$ cat src/rtl/board_run_ctrl.sv
// Board run controller: debounced push-buttons drive the CPU through IDLE/BOOT/RUN/HALT/STEP/BURST.
// Optional breakpoint halt is compiled in with `define BOARD_CTRL_BREAK_EN.
module board_run_ctrl #(
  parameter int DB_W         = 20,
  parameter int DEBOUNCE_CNT = 1000000,
  parameter int BURST_LEN    = 16,
  parameter int CNT_W        = 16
) (
  input  logic             clock,
  input  logic             reset,
  input  logic             start,
  input  logic             stop,
  input  logic             inc,
  input  logic             burst,
`ifdef BOARD_CTRL_BREAK_EN
  input  logic [15:0]      pc,
  input  logic [15:0]      bp_addr,
  input  logic             bp_valid,
  output logic             bp_hit,
`endif
  output logic             enable_control,
  output logic             start_control,
  output logic             running,
  output logic             halted,
  output logic [CNT_W-1:0] step_count
);

  localparam logic [DB_W-1:0] DB_LAST  = DB_W'(DEBOUNCE_CNT - 1);
  localparam logic [15:0]     BURST_LD = 16'(BURST_LEN);

  typedef enum logic [2:0] {
    S_IDLE, S_BOOT, S_RUN, S_HALT, S_STEP, S_BURST
  } state_t;

  // Button order doubles as event priority: bit 0 wins.
  logic [3:0] btn_raw;
  logic [3:0] btn_ev;
  assign btn_raw = {inc, burst, start, stop};

  for (genvar gi = 0; gi < 4; gi++) begin : g_btn
    logic            s1_q, s2_q, lvl_q, lvl_d;
    logic [DB_W-1:0] cnt_q, cnt_d;
    logic            ev;

    always_comb begin
      cnt_d = '0;
      lvl_d = lvl_q;
      ev    = 1'b0;
      if (s2_q != lvl_q) begin
        if (cnt_q == DB_LAST) begin
          lvl_d = s2_q;
          ev    = s2_q;
        end else begin
          cnt_d = cnt_q + 1'b1;
        end
      end
    end

    always_ff @(posedge clock or negedge reset) begin
      if (!reset) begin
        s1_q  <= 1'b0;
        s2_q  <= 1'b0;
        lvl_q <= 1'b0;
        cnt_q <= '0;
      end else begin
        s1_q  <= btn_raw[gi];
        s2_q  <= s1_q;
        lvl_q <= lvl_d;
        cnt_q <= cnt_d;
      end
    end

    assign btn_ev[gi] = ev;
  end

  logic ev_stop, ev_start, ev_burst, ev_inc;
  assign ev_stop  = btn_ev[0];
  assign ev_start = btn_ev[1] & ~btn_ev[0];
  assign ev_burst = btn_ev[2] & ~|btn_ev[1:0];
  assign ev_inc   = btn_ev[3] & ~|btn_ev[2:0];

  state_t           state_q, state_d;
  logic [15:0]      burst_left_q, burst_left_d;
  logic             pend_stop_q, pend_stop_d;
  logic             enable_q, enable_d;
  logic             start_ctl_q, start_ctl_d;
  logic             running_q, running_d;
  logic             halted_q, halted_d;
  logic [CNT_W-1:0] count_q, count_d;
  logic             bp_hit_q, bp_hit_d;

  always_comb begin
    state_d      = state_q;
    burst_left_d = burst_left_q;
    pend_stop_d  = 1'b0;
    bp_hit_d     = 1'b0;
    unique case (state_q)
      S_IDLE:  if (ev_start) state_d = S_BOOT;
      S_BOOT: begin
        // A stop caught while booting is replayed in the first RUN cycle.
        pend_stop_d = ev_stop;
        state_d     = S_RUN;
      end
      S_RUN:   if (ev_stop || pend_stop_q) state_d = S_HALT;
      S_HALT: begin
        if (ev_start) begin
          state_d = S_RUN;
        end else if (ev_burst) begin
          state_d      = S_BURST;
          burst_left_d = BURST_LD;
        end else if (ev_inc) begin
          state_d = S_STEP;
        end
      end
      S_STEP:  state_d = S_HALT;
      S_BURST: begin
        burst_left_d = burst_left_q - 1'b1;
        if (ev_stop || burst_left_q == 16'd1) state_d = S_HALT;
      end
      default: state_d = S_IDLE;
    endcase
`ifdef BOARD_CTRL_BREAK_EN
    if ((state_q == S_RUN || state_q == S_BURST) && enable_q && bp_valid && pc == bp_addr) begin
      state_d  = S_HALT;
      bp_hit_d = 1'b1;
    end
`endif
  end

  always_comb begin
    enable_d    = (state_d == S_RUN) || (state_d == S_STEP) || (state_d == S_BURST);
    start_ctl_d = (state_d == S_BOOT);
    running_d   = enable_d || (state_d == S_BOOT);
    halted_d    = (state_d == S_HALT);
    count_d     = enable_q ? count_q + 1'b1 : count_q;
    if (state_d == S_BOOT) count_d = '0;
  end

  always_ff @(posedge clock or negedge reset) begin
    if (!reset) begin
      state_q      <= S_IDLE;
      burst_left_q <= '0;
      pend_stop_q  <= 1'b0;
      enable_q     <= 1'b0;
      start_ctl_q  <= 1'b0;
      running_q    <= 1'b0;
      halted_q     <= 1'b0;
      count_q      <= '0;
      bp_hit_q     <= 1'b0;
    end else begin
      state_q      <= state_d;
      burst_left_q <= burst_left_d;
      pend_stop_q  <= pend_stop_d;
      enable_q     <= enable_d;
      start_ctl_q  <= start_ctl_d;
      running_q    <= running_d;
      halted_q     <= halted_d;
      count_q      <= count_d;
      bp_hit_q     <= bp_hit_d;
    end
  end

  assign enable_control = enable_q;
  assign start_control  = start_ctl_q;
  assign running        = running_q;
  assign halted         = halted_q;
  assign step_count     = count_q;
`ifdef BOARD_CTRL_BREAK_EN
  assign bp_hit         = bp_hit_q;
`else
  logic unused_bp;
  assign unused_bp = bp_hit_q;
`endif

endmodule

$ cat config.mk
export PLATFORM = sky130hd
export DESIGN_NAME = board_run_ctrl
export DESIGN_NICKNAME = d
export VERILOG_FILES = /design/src/rtl/board_run_ctrl.sv
export SDC_FILE = /design/constraint.sdc
export NUM_CORES = 1
export LEC_CHECK = 0
export BUFFER_PORTS_ARGS = -buffer_cell sky130_fd_sc_hd__buf_2
export CORE_MARGIN = 1
export CORE_UTILIZATION = 61
export DETAILED_ROUTE_END_ITERATION = 10
export GPL_TIMING_DRIVEN = 1
export PLACE_DENSITY = 0.76
export SETUP_SLACK_MARGIN = 0.5
export SYNTH_ARGS = -nofsm -noshare
export SYNTH_HDL_FRONTEND = slang
export SYNTH_SLANG_ARGS = --single-unit
$ cat constraint.sdc
create_clock -name clock -period 3.3 [get_ports clock]
set_clock_uncertainty 0.05 [all_clocks]
set_input_delay 0.33 -clock clock [delete_from_list [all_inputs] [get_ports clock]]
set_output_delay 0.33 -clock clock [all_outputs]
set_load 0.1 [all_outputs]
==> out/qor.yml <==
max_slew_margin_pct: 51.6
cts-buffers-inserted: 17
dp.final_hpwl_um: 7970
postRouteAntennaNets: 0
htreeDepth: 4
timing.critical_path.arrival_ns: 3.16
power.switching_mw: 0.737
netlist_instances: 622
globalplace.congestion: 0.853
initial_core_util_pct: 63.2
place_inst: 772
grt_setup_unrepaired: "true"
cp.required_ns: 3.67
end_kind: "flip-flop"
cts_tree: "built"
track_usage_pct: 25.2
area_growth_pct: 16.4
p_clk_share_pct: 50.9
clock_latency_ns: 0.53
async_flop_share_pct: 100
ys.flop_type: "dfrtp_1"
grt_overflow: 0
setup_tns_ns: 0
syn_area_per_cell_um2: 10.0
worstMarginPinSlew_ns: 0.727
crit_type: "reg2reg"
fillCellCount: 662
die_h_um: 103
vias: 4634
hold_class: "reg2reg"
status: "complete, no violations"
hold_violations: 0
ys_ff_latch: 132
cp_common_cell: "or4_4"
drt-initial-drc-count: 191
leakagePower_nw: 3.31
wl_um: 12300
die_x_um: 103
yosysSeqAreaShare_pct: 53.0
wl_per_cell_um: 15.1
p_int_mw: 2.79
synth-edff-count: 0
core_um2: 9860
fmax_mhz: 357
comb_power_share_pct: 2.3
grt_pass1_vias: 4443
pwr-share-seq_pct: 46.9
period_needed_ns: 2.80
power_mw: 3.52
drt_pass1_iterations: 4
finalCritPeriodShare_pct: 84.8
drc_errors: 0
crit_fanout: 3
antenna_found_initial: 0
fin_nets: 683
syn_nets: 635
fp-row-count: 36
yosysWarnings: 0
die_area_um2: 10600
n_antenna_cell: 0
crit_chain: "or4b_1, or4_4, or4_4, a2111o_1, nand3_2, inv_2, and2_1"
grt_pass1_wl_um: 20000
syn_area_um2: 6240
setup-violations-final: 0
clk_pin_slew_worst_paths_ns: 0.06
ioPinCount: 26
port_buffers: 25
layout.cells.non_filler: 816
cts_root_buf: "clkbuf_8"
yosysUniqueCellTypes: 48
cts.sinks: 132
ir_drop_mv: 0.453
drive_above_1_share_pct: 12.3
p_sw_share_pct: 20.9
drv_cap: 0
powerDensity_nw_per_um2: 485
startpoint_type: "flip-flop"
slowest_delay_ns: 0.54
drv_slew: 0
viasPerCell: 5.68
crit_slowest_cell: "or4_4"
clockBufferDepth: 2
grt_start_max_net_pins: 79
what timing repair did:
item | 4_1_cts | 5_1_grt
pin swaps | 6 | 1
hold buffers | 5 | 0
gates resized for setup | 2 | 4
hold endpoints to repair | 58 | 0
buffers inserted | 7 | 0
endpoints found under the setup margin | 19 | 6
registers in the layout (all words and copies together), names as in the netlist, 3 cells and up:
| register | count |
|---|---|
| g_btn.lvl_q | 4 |
| g_btn.cnt_q | 80 |
| g_btn.s2_q | 4 |
| step_count | 16 |
| state_q | 3 |
| g_btn.s1_q | 4 |
| burst_left_q | 16 |
critical path, delay by kind of cell (launching register included):
kind	cells	cell delay, ns
and+or+nand+nor	5	1.81
AOI/OAI and AO/OA	1	0.40
DFF	1	0.37
buffers and inverters	1	0.04
power by group through the flow:
stage | sequential [mW] | combinational (mW) | clock, mW
6_report | 1.65 | 0.0795 | 1.79
5_1_grt | 1.65 | 0.0938 | 1.90
4_1_cts | 1.65 | 0.0828 | 1.82
3_5_place_dp | 1.68 | 0.0777 | 0
3_3_place_gp | 1.68 | 0.0751 | 0
2_1_floorplan | 1.68 | 0.0320 | 0
routing by layer:
| metal | global-route usage [%] | part of all wire (%) |
|---|---|---|
| met1 | 30.2 | 43 |
| met2 | 42.8 | 52 |
| met3 | 6.37 | 3.2 |
| met4 | 11.5 | 1.9 |
| met5 | 0 | 0 |
cells in the mapped netlist (2+ instances only):
library cell	n	area (µm²)
a21oi_1	8	40.0
and3_1	21	131
nand2_1	49	184
nand2b_1	4	25.0
and4_1	6	52.6
clkbuf_1	10	37.5
nor2b_1	5	31.3
mux2_2	3	33.8
and2_1	4	25.0
xnor2_1	44	385
and4b_1	3	30.0
o21ai_0	11	55.1
nand4b_1	4	35.0
nor4b_1	3	26.3
nor2_1	117	439
inv_1	12	45.0
or3_1	10	62.6
nand3_1	33	165
xor2_1	54	473
nand4_1	19	119
or4b_2	2	20.0
nor3b_1	2	15.0
nor4_1	13	81.3
dfrtp_1	132	3300
ha_1	7	87.6
or4_1	9	67.6
or2_2	3	18.8
nor3_1	14	70.1
layout make-up:
class | count | area, µm² | share of cell area [%]
Tap cell | 133 | 166 | 2.29
Multi-Input combinational cell | 465 | 2870 | 39.6
Clock buffer | 23 | 467 | 6.43
Sequential cell | 132 | 3300 | 45.5
Timing Repair Buffer | 41 | 302 | 4.15
Inverter | 13 | 48.8 | 0.672
Clock inverter | 9 | 103 | 1.41
placed cells by master, fill, tap and decap left out, types with 5 or more instances in the layout:
master | synthesis | layout
a21oi_1 | 8 | 8
buf_2 | 1 | 24
and3_1 | 21 | 20
nand4_1 | 19 | 19
nor3_1 | 14 | 14
dfrtp_1 | 132 | 132
nand3_1 | 33 | 33
and4_1 | 6 | 6
dlygate4sd3_1 | 0 | 5
ha_1 | 7 | 7
xor2_1 | 54 | 54
inv_1 | 12 | 12
or4_1 | 9 | 8
xnor2_1 | 44 | 44
buf_4 | 0 | 8
or3_1 | 10 | 10
nor2b_1 | 5 | 5
nand2_1 | 49 | 49
o21ai_0 | 11 | 11
nor2_1 | 117 | 117
clkbuf_16 | 0 | 16
nor4_1 | 13 | 12
metrics by stage:
step	setup slack (ns)	util [%]	area, µm²	hold WS (ns)
final	0.503	73.6	7260	0.295
after global routing	0.442	73.6	7260	0.297
after CTS	0.500	73.4	7240	0.300
after detailed placement	0.313	66.2	6530	0.293
after global placement	0.383	66.2	6530	0.283
after floorplan	0.517	-	6240	-0.0156
worst paths after layout:
check	slack (ns)	cells after the start	start	endpoint
max in group asynchronous	2.00	3	reset	g_btn[0].cnt_q[5]
min in group asynchronous	0.34	2	reset	g_btn[1].cnt_q[13]
worst min register to register	0.29	0	g_btn[3].s1_q	g_btn[3].s2_q
worst max register to register	0.50	7	g_btn[2].cnt_q[11]	halted
worst min-delay path	0.29	0	g_btn[3].s1_q	g_btn[3].s2_q
worst max-delay path	0.50	7	g_btn[2].cnt_q[11]	halted
cell families (layout without fill, tap and decap cells):
| group | after synthesis | after routing | synth area share, % |
|---|---|---|---|
| adders and majority gates | 7 | 7 | 1.40 |
| DFF | 132 | 132 | 53.0 |
| and+or+nand+nor | 328 | 328 | 26.8 |
| buffers and inverters | 25 | 86 | 1.52 |
| AOI/OAI and AO/OA | 28 | 28 | 2.81 |
| xor gates and xnor gates | 98 | 98 | 13.8 |
| muxes | 4 | 4 | 0.702 |
(Power assumes the default switching activity.)
